[src/rtl/sme_pkg.sv]
// sme_pkg: shared definitions for the string-match-engine host driver.
//   state_t  : driver FSM states
//   err_t    : result error codes reported on res_err
//   CH_*     : engine meta-characters (anchors / wildcards) for host software
//   *_DEF    : default buffer depths and engine-answer timeout
package sme_pkg;

  typedef enum logic [2:0] {
    IDLE   = 3'd0,
    LOAD   = 3'd1,
    SEND_S = 3'd2,
    SEND_P = 3'd3,
    WAIT   = 3'd4,
    RESULT = 3'd5
  } state_t;

  typedef enum logic [1:0] {
    ERR_OK      = 2'd0,
    ERR_TIMEOUT = 2'd1,
    ERR_NOSTR   = 2'd2,
    ERR_OVF     = 2'd3
  } err_t;

  localparam logic [7:0] CH_HEAD = 8'h5E;  // '^'
  localparam logic [7:0] CH_TAIL = 8'h24;  // '$'
  localparam logic [7:0] CH_ANY  = 8'h2E;  // '.'
  localparam logic [7:0] CH_STAR = 8'h2A;  // '*'

  localparam int STR_MAX_DEF = 32;
  localparam int PAT_MAX_DEF = 8;
  localparam int TIMEOUT_DEF = 255;

endpackage

[src/rtl/sme_char_buf.sv]
// sme_char_buf: byte buffer for one job's string or pattern.
//   clk, reset : clock, synchronous active-high reset
//   clear      : drop contents and rewind the read pointer
//   wr_en/wr_data : append a byte; silently dropped when full
//   rd_en      : advance read pointer (one byte consumed this cycle)
//   rd_data    : registered read, always shows mem[rd_ptr]
//   count      : bytes held; full = (count == DEPTH)
//   rd_last    : current rd_data is the final stored byte
module sme_char_buf #(
  parameter  int DEPTH = 32,
  localparam int AW    = (DEPTH > 1) ? $clog2(DEPTH) : 1,
  localparam int CW    = $clog2(DEPTH + 1)
) (
  input  logic          clk,
  input  logic          reset,
  input  logic          clear,
  input  logic          wr_en,
  input  logic [7:0]    wr_data,
  input  logic          rd_en,
  output logic [7:0]    rd_data,
  output logic [CW-1:0] count,
  output logic          full,
  output logic          rd_last
);

  logic [7:0]    mem [DEPTH];
  logic [CW-1:0] count_reg, count_next;
  logic [CW-1:0] rd_ptr_reg, rd_ptr_next;
  logic [7:0]    rd_data_reg;
  logic          wr_do;
  logic [AW-1:0] wr_addr, rd_addr;

  assign full    = (count_reg == CW'(DEPTH));
  assign wr_do   = wr_en && !full;
  assign wr_addr = count_reg[AW-1:0];
  assign rd_addr = rd_ptr_next[AW-1:0];

  always_comb begin
    count_next  = count_reg;
    rd_ptr_next = rd_ptr_reg;
    if (clear) begin
      count_next  = '0;
      rd_ptr_next = '0;
    end else begin
      if (wr_do) count_next = count_reg + CW'(1);
      if (rd_en) rd_ptr_next = rd_ptr_reg + CW'(1);
    end
  end

  always_ff @(posedge clk) begin
    if (wr_do) mem[wr_addr] <= wr_data;
  end

  // Read the address the pointer will hold next cycle so rd_data lines up
  // with rd_ptr_reg. Write-first bypass covers a 1-byte pattern whose only
  // byte is written on the very edge that launches the send.
  always_ff @(posedge clk) begin
    if (reset) begin
      count_reg   <= '0;
      rd_ptr_reg  <= '0;
      rd_data_reg <= '0;
    end else begin
      count_reg   <= count_next;
      rd_ptr_reg  <= rd_ptr_next;
      rd_data_reg <= (wr_do && (wr_addr == rd_addr)) ? wr_data : mem[rd_addr];
    end
  end

  assign rd_data = rd_data_reg;
  assign count   = count_reg;
  assign rd_last = ((rd_ptr_reg + CW'(1)) == count_reg);

endmodule

[src/rtl/sme_host_driver.sv]
// sme_host_driver: buffers one string-match job, streams it to the engine,
// waits for the engine result and offers it on a ready/valid port.
//   clk, reset                     : clock, synchronous active-high reset
//   ld_valid/ld_ready/ld_sel/ld_data/ld_last : job load beats (sel 0 string, 1 pattern)
//   chardata/isstring/ispattern    : byte stream to the engine
//   valid/match/match_index        : engine result pulse
//   res_valid/res_ready/res_match/res_index/res_err : held result
//   busy                           : driver not idle
module sme_host_driver
  import sme_pkg::*;
#(
  parameter int STR_MAX = STR_MAX_DEF,
  parameter int PAT_MAX = PAT_MAX_DEF,
  parameter int TIMEOUT = TIMEOUT_DEF
) (
  input  logic       clk,
  input  logic       reset,
  input  logic       ld_valid,
  output logic       ld_ready,
  input  logic       ld_sel,
  input  logic [7:0] ld_data,
  input  logic       ld_last,
  output logic [7:0] chardata,
  output logic       isstring,
  output logic       ispattern,
  input  logic       valid,
  input  logic       match,
  input  logic [4:0] match_index,
  output logic       res_valid,
  input  logic       res_ready,
  output logic       res_match,
  output logic [4:0] res_index,
  output logic [1:0] res_err,
  output logic       busy
);

  localparam int SCW = $clog2(STR_MAX + 1);
  localparam int PCW = $clog2(PAT_MAX + 1);

  state_t     state_reg, state_next;
  logic [7:0] tmo_reg, tmo_next;
  logic       ovf_reg, ovf_next;
  logic       str_sent_reg, str_sent_next;
  logic       res_match_reg, res_match_next;
  logic [4:0] res_index_reg, res_index_next;
  err_t       res_err_reg, res_err_next;

  logic           accept, close_job, no_str_err, buf_clear, timed_out;
  logic [7:0]     str_rd_data, pat_rd_data;
  logic [SCW-1:0] str_count;
  logic [PCW-1:0] pat_count;
  logic           str_full, pat_full, str_last, pat_last;

  assign accept     = ld_valid && ((state_reg == IDLE) || (state_reg == LOAD));
  // ld_last only closes a job on a pattern beat
  assign close_job  = accept && ld_sel && ld_last;
  // Pattern-only job with no string ever loaded into the engine
  assign no_str_err = close_job && (str_count == '0) && !str_sent_reg;
  assign buf_clear  = (state_reg == RESULT) && res_ready;
  assign timed_out  = (tmo_reg == 8'(TIMEOUT - 1));

  sme_char_buf #(.DEPTH(STR_MAX)) u_str_buf (
    .clk     (clk),
    .reset   (reset),
    .clear   (buf_clear),
    .wr_en   (accept && !ld_sel),
    .wr_data (ld_data),
    .rd_en   (state_reg == SEND_S),
    .rd_data (str_rd_data),
    .count   (str_count),
    .full    (str_full),
    .rd_last (str_last)
  );

  sme_char_buf #(.DEPTH(PAT_MAX)) u_pat_buf (
    .clk     (clk),
    .reset   (reset),
    .clear   (buf_clear),
    .wr_en   (accept && ld_sel),
    .wr_data (ld_data),
    .rd_en   (state_reg == SEND_P),
    .rd_data (pat_rd_data),
    .count   (pat_count),
    .full    (pat_full),
    .rd_last (pat_last)
  );

  // State register
  always_ff @(posedge clk) begin
    if (reset) state_reg <= IDLE;
    else       state_reg <= state_next;
  end

  // Next-state logic
  always_comb begin
    state_next = state_reg;
    unique case (state_reg)
      IDLE, LOAD: begin
        if (close_job) begin
          if (str_count != '0)   state_next = SEND_S;
          else if (str_sent_reg) state_next = SEND_P;
          else                   state_next = RESULT;
        end else if (accept) begin
          state_next = LOAD;
        end
      end
      SEND_S: if (str_last) state_next = SEND_P;
      // count==0 cannot occur after a close; exit anyway rather than stall
      SEND_P: if (pat_last || (pat_count == '0)) state_next = WAIT;
      WAIT:   if (valid || timed_out) state_next = RESULT;
      RESULT: if (res_ready) state_next = IDLE;
      default: state_next = IDLE;
    endcase
  end

  // Output logic
  always_comb begin
    chardata  = 8'h00;
    isstring  = 1'b0;
    ispattern = 1'b0;
    if (state_reg == SEND_S) begin
      isstring = 1'b1;
      chardata = str_rd_data;
    end else if (state_reg == SEND_P) begin
      ispattern = 1'b1;
      chardata  = pat_rd_data;
    end
    ld_ready  = (state_reg == IDLE) || (state_reg == LOAD);
    res_valid = (state_reg == RESULT);
    busy      = (state_reg != IDLE);
  end

  // Timeout counter, overflow/str_sent flags and result capture
  always_comb begin
    tmo_next       = (state_reg == WAIT) ? tmo_reg + 8'd1 : 8'd0;
    str_sent_next  = str_sent_reg || ((state_reg == SEND_S) && str_last);
    ovf_next       = ovf_reg;
    if (buf_clear)
      ovf_next = 1'b0;
    else if (accept && ((!ld_sel && str_full) || (ld_sel && pat_full)))
      ovf_next = 1'b1;

    res_match_next = res_match_reg;
    res_index_next = res_index_reg;
    res_err_next   = res_err_reg;
    if (no_str_err) begin
      res_match_next = 1'b0;
      res_index_next = 5'd0;
      res_err_next   = ERR_NOSTR;
    end else if (state_reg == WAIT) begin
      if (valid) begin
        res_match_next = match;
        res_index_next = match_index;
        res_err_next   = ovf_reg ? ERR_OVF : ERR_OK;
      end else if (timed_out) begin
        res_match_next = 1'b0;
        res_index_next = 5'd0;
        res_err_next   = ERR_TIMEOUT;
      end
    end
  end

  always_ff @(posedge clk) begin
    if (reset) begin
      tmo_reg       <= 8'd0;
      ovf_reg       <= 1'b0;
      str_sent_reg  <= 1'b0;
      res_match_reg <= 1'b0;
      res_index_reg <= 5'd0;
      res_err_reg   <= ERR_OK;
    end else begin
      tmo_reg       <= tmo_next;
      ovf_reg       <= ovf_next;
      str_sent_reg  <= str_sent_next;
      res_match_reg <= res_match_next;
      res_index_reg <= res_index_next;
      res_err_reg   <= res_err_next;
    end
  end

  assign res_match = res_match_reg;
  assign res_index = res_index_reg;
  assign res_err   = res_err_reg;

endmodule

[config.mk]
export PLATFORM = sky130hd
export DESIGN_NAME = sme_host_driver
export DESIGN_NICKNAME = d
export VERILOG_FILES = /design/src/rtl/sme_pkg.sv /design/src/rtl/sme_char_buf.sv /design/src/rtl/sme_host_driver.sv
export SDC_FILE = /design/constraint.sdc
export NUM_CORES = 1
export LEC_CHECK = 0
export CAP_MARGIN = 20
export CORE_MARGIN = 2
export CORE_UTILIZATION = 50
export DETAILED_ROUTE_END_ITERATION = 10
export PLACE_DENSITY = 0.66
export SLEW_MARGIN = 20
export SYNTH_ARGS = -nofsm -noshare
export SYNTH_HDL_FRONTEND = slang
export SYNTH_HIERARCHICAL = 1
export SYNTH_SLANG_ARGS = --single-unit
[constraint.sdc]
create_clock -name clk -period 3.7 [get_ports clk]
set_clock_uncertainty 0.2 [all_clocks]
set_input_delay 0.74 -clock clk [delete_from_list [all_inputs] [get_ports clk]]
set_output_delay 0.74 -clock clk [all_outputs]
set_load 0.02 [all_outputs]
==> results.yml <==
layout:
  final_common_cell: "edfxtp_1"
  stdcell_count: 2288
  top_register: "u_str_buf/mem"
  post-route-util: 0.571
  drive_gt1_frac: 0.126
  largest_register_ffs: 256
  nNetsFinal: 1780
  diodes: 0
  area_growth_pct: 13.0
  top_regs: "u_str_buf/mem (256), u_pat_buf/mem (64)"
  layout_common_cells: "edfxtp_1, o21ai_0, nor2_1"
worst_hold_path:
  hold_start: "res_err[1]"
  min_path_type: "reg2reg"
power:
  leakagePower_nw: 6.83
  power_w: 0.00906
  powerDensity_nw_per_um2: 423
  peakVddDrop_mv: 0.287
cts:
  clk_path_buf_depth: 3
  post_cts_buffers: 0
  cts-root-buf: "clkbuf_16"
  htreeDepth: 2
  cts_inserted_buffers: 41
  cts_tree: "yes"
  path_clk_slew_ns: 0.05
  cts.sinks: 377
  clkLatencyLatePin_ns: 0.56
route:
  via_per_inst: 6.42
  drt_iter0_drc: 1699
  ant_nets: 0
  drc: 0
  routed-via-count: 14690
  wl_per_cell_um: 24.2
  wl_met2_mm: 26.0
  wl_met1_mm: 23.2
  wl_met3_mm: 4.35
  top_layer_used: "met4"
  firstDrtPassIters: 7
  drt-total-wl_mm: 55.4
global_routing:
  grt.overflow.total: 0
  grt_pass1_vias: 13837
  antenna_found_initial: 0
  grt_max_degree: 112
  grt_pass1_wl_mm: 83.9
  track_usage: 0.281
synthesis:
  syn-instance-count: 1727
  synth_top_flop_cell: "edfxtp_1"
  syn_area_per_cell_um2: 11.0
  synth_async_sr_flop_share: 0
  synth_warnings: 6
  ys_seq_elements: 377
  synth_cell_type_count: 85
  ys_seq_area_frac: 0.567
  synth_edf_count: 320
  syn_area_um2: 19000
  synth_fp_nets: 1758
critical_path:
  criticalPathCategory: "reg2out"
  cp_data_required_time_ns: 2.76
  path_cells: "inv_1 -> nand3b_1 -> inv_6 -> buf_16 -> a22o_1 -> clkdlybuf4s50_1"
  ff2ff_path_depth: 10
  endpoint_kind: "primary output"
  cp_slowest_stage_delay_ns: 0.62
  cp_top_family: "buffers and inverters"
  cp_max_fo: 38
  critPathLaunch: "state_reg[0]"
  cp-endpoint: "chardata[4]"
  reg2reg_from: "state_reg[0]"
  path_buf_inv: 4
  crit_arrival_ns: 2.61
  worst_setup_path_start_kind: "flip-flop"
  reg2reg_slack_ns: 0.37
  path_depth: 6
  r2r-end: "u_str_buf/rd_data[6]"
  slowest_stage: "clkdlybuf4s50_1"
placement:
  io_buffers: 41
  place.gp.congestion: 0.948
  hpwl_mm: 33.9
  dp_cells: 2216
die:
  die_w_um: 199
  die_h_um: 199
  rows: 71
  die-area_um2: 39500
  initial_utilization: 0.506
  core_region_area_um2: 37500
  io_pins: 42
sta:
  setup_viol: 0
  fin_crit_ns: 3.55
  setup-tns-final_ns: 0
  hold_violations: 0
  maxSlewViolCount: 0
  timing.fmax_ghz: 0.282
  grt_setup_unrepaired: "false"
  max_slew_margin: 0.311
  min_period_over_period: 0.958
  tightest_slew_ns: 1.03
flow_run:
  max_cap_viol_count: 0
outcome:
  status: "complete, no violations"
timing repair:
item / CTS / global route
endpoints found under the setup margin: 0 / 12
gates resized for setup: 0 / 2
hold buffers: 0 / 0
endpoints found under the hold margin: 0 / 0
synth_stat cells (7+ instances only):
cell type    n  area share
clkbuf_1    99       0.020
a22o_1       8      0.0037
a221oi_1    26       0.012
a211oi_1    18      0.0071
a21o_1       8      0.0032
mux2_2      26       0.015
nand2b_1    19      0.0063
o311a_1      8      0.0042
o221ai_1    15      0.0069
and3_1      10      0.0033
nor3_1      30      0.0079
o21ai_0    257       0.068
nand2_1     93       0.018
nor2b_1     13      0.0043
o21a_1      22      0.0087
mux2i_1     48       0.025
o32a_1       7      0.0037
nor2_1     145       0.029
o22ai_1     58       0.019
xnor2_1     20      0.0092
buf_6        9      0.0053
o32ai_1     10      0.0046
ha_1        10      0.0066
or3_1       22      0.0073
xor2_1      17      0.0079
nand3_1     13      0.0034
a22oi_1     14      0.0055
edfxtp_1   320        0.51
a31oi_1     12      0.0040
inv_1       23      0.0046
o211a_1      8      0.0042
o21ai_1     11      0.0029
o211ai_1    83       0.033
a21oi_1     55       0.015
dfxtp_1     57       0.060
and2_1       7      0.0023
buf_2       37      0.0098
per-layer routing:
metal,vias up,GRT usage
met3,121,0.0427
met1,7234,0.391
met2,705,0.444
met5,-,0
met4,0,0.110
li1,6630,-
how the worst min path moves through the flow:
stage                 end  slack [ns]  cells after the start
6_report       res_err[1]        0.28                      2
4_1_cts        res_err[1]        0.28                      2
3_3_place_gp   tmo_reg[0]        0.24                      1
5_1_grt        res_err[1]        0.29                      2
2_1_floorplan  tmo_reg[0]        0.23                      1
3_5_place_dp   res_err[1]        0.27                      2
cell families after synthesis:
logic type                 after synthesis  synth area share
AOI/OAI and AO/OA                      641             0.218
and+or+nand+nor                        399             0.102
DFF                                    377             0.567
buffers and inverters                  183            0.0431
muxes                                   76            0.0426
xor gates and xnor gates                41            0.0211
adders and majority gates               10           0.00660
area by class of cell:
class	count	area, um^2
Fill cell	3174	16100
Sequential cell	377	10800
Multi-Input combinational cell	1167	7400
Timing Repair Buffer	135	1240
Clock buffer	53	1090
Tap cell	511	639
Clock inverter	18	183
Inverter	27	108
where the power goes:
group	switching, W	leakage (nW)	total [W]	internal (W)
combinational	0.000272	2.87	0.000412	0.000140
sequential	0.0000408	3.35	0.00469	0.00465
clock	0.00166	0.616	0.00396	0.00230
total	0.00197	6.83	0.00906	0.00708
worst min-delay path, stage by stage (launching register included):
cell     delay, ns
dfxtp_1       0.31
nand2_1       0.05
a31oi_1       0.07
through the flow:
stage / instance area, um^2 / hold slack, ns / setup WS (ns)
after detailed placement: 20100 / 0.273 / 0.131
after floorplan: 19000 / 0.230 / 0.810
after global routing: 21400 / 0.294 / 0.0511
after global placement: 20100 / 0.240 / 0.151
after CTS: 21400 / 0.283 / 0.0439
final: 21400 / 0.283 / 0.154
No activity file was read; power rests on OpenSTA's default activity.
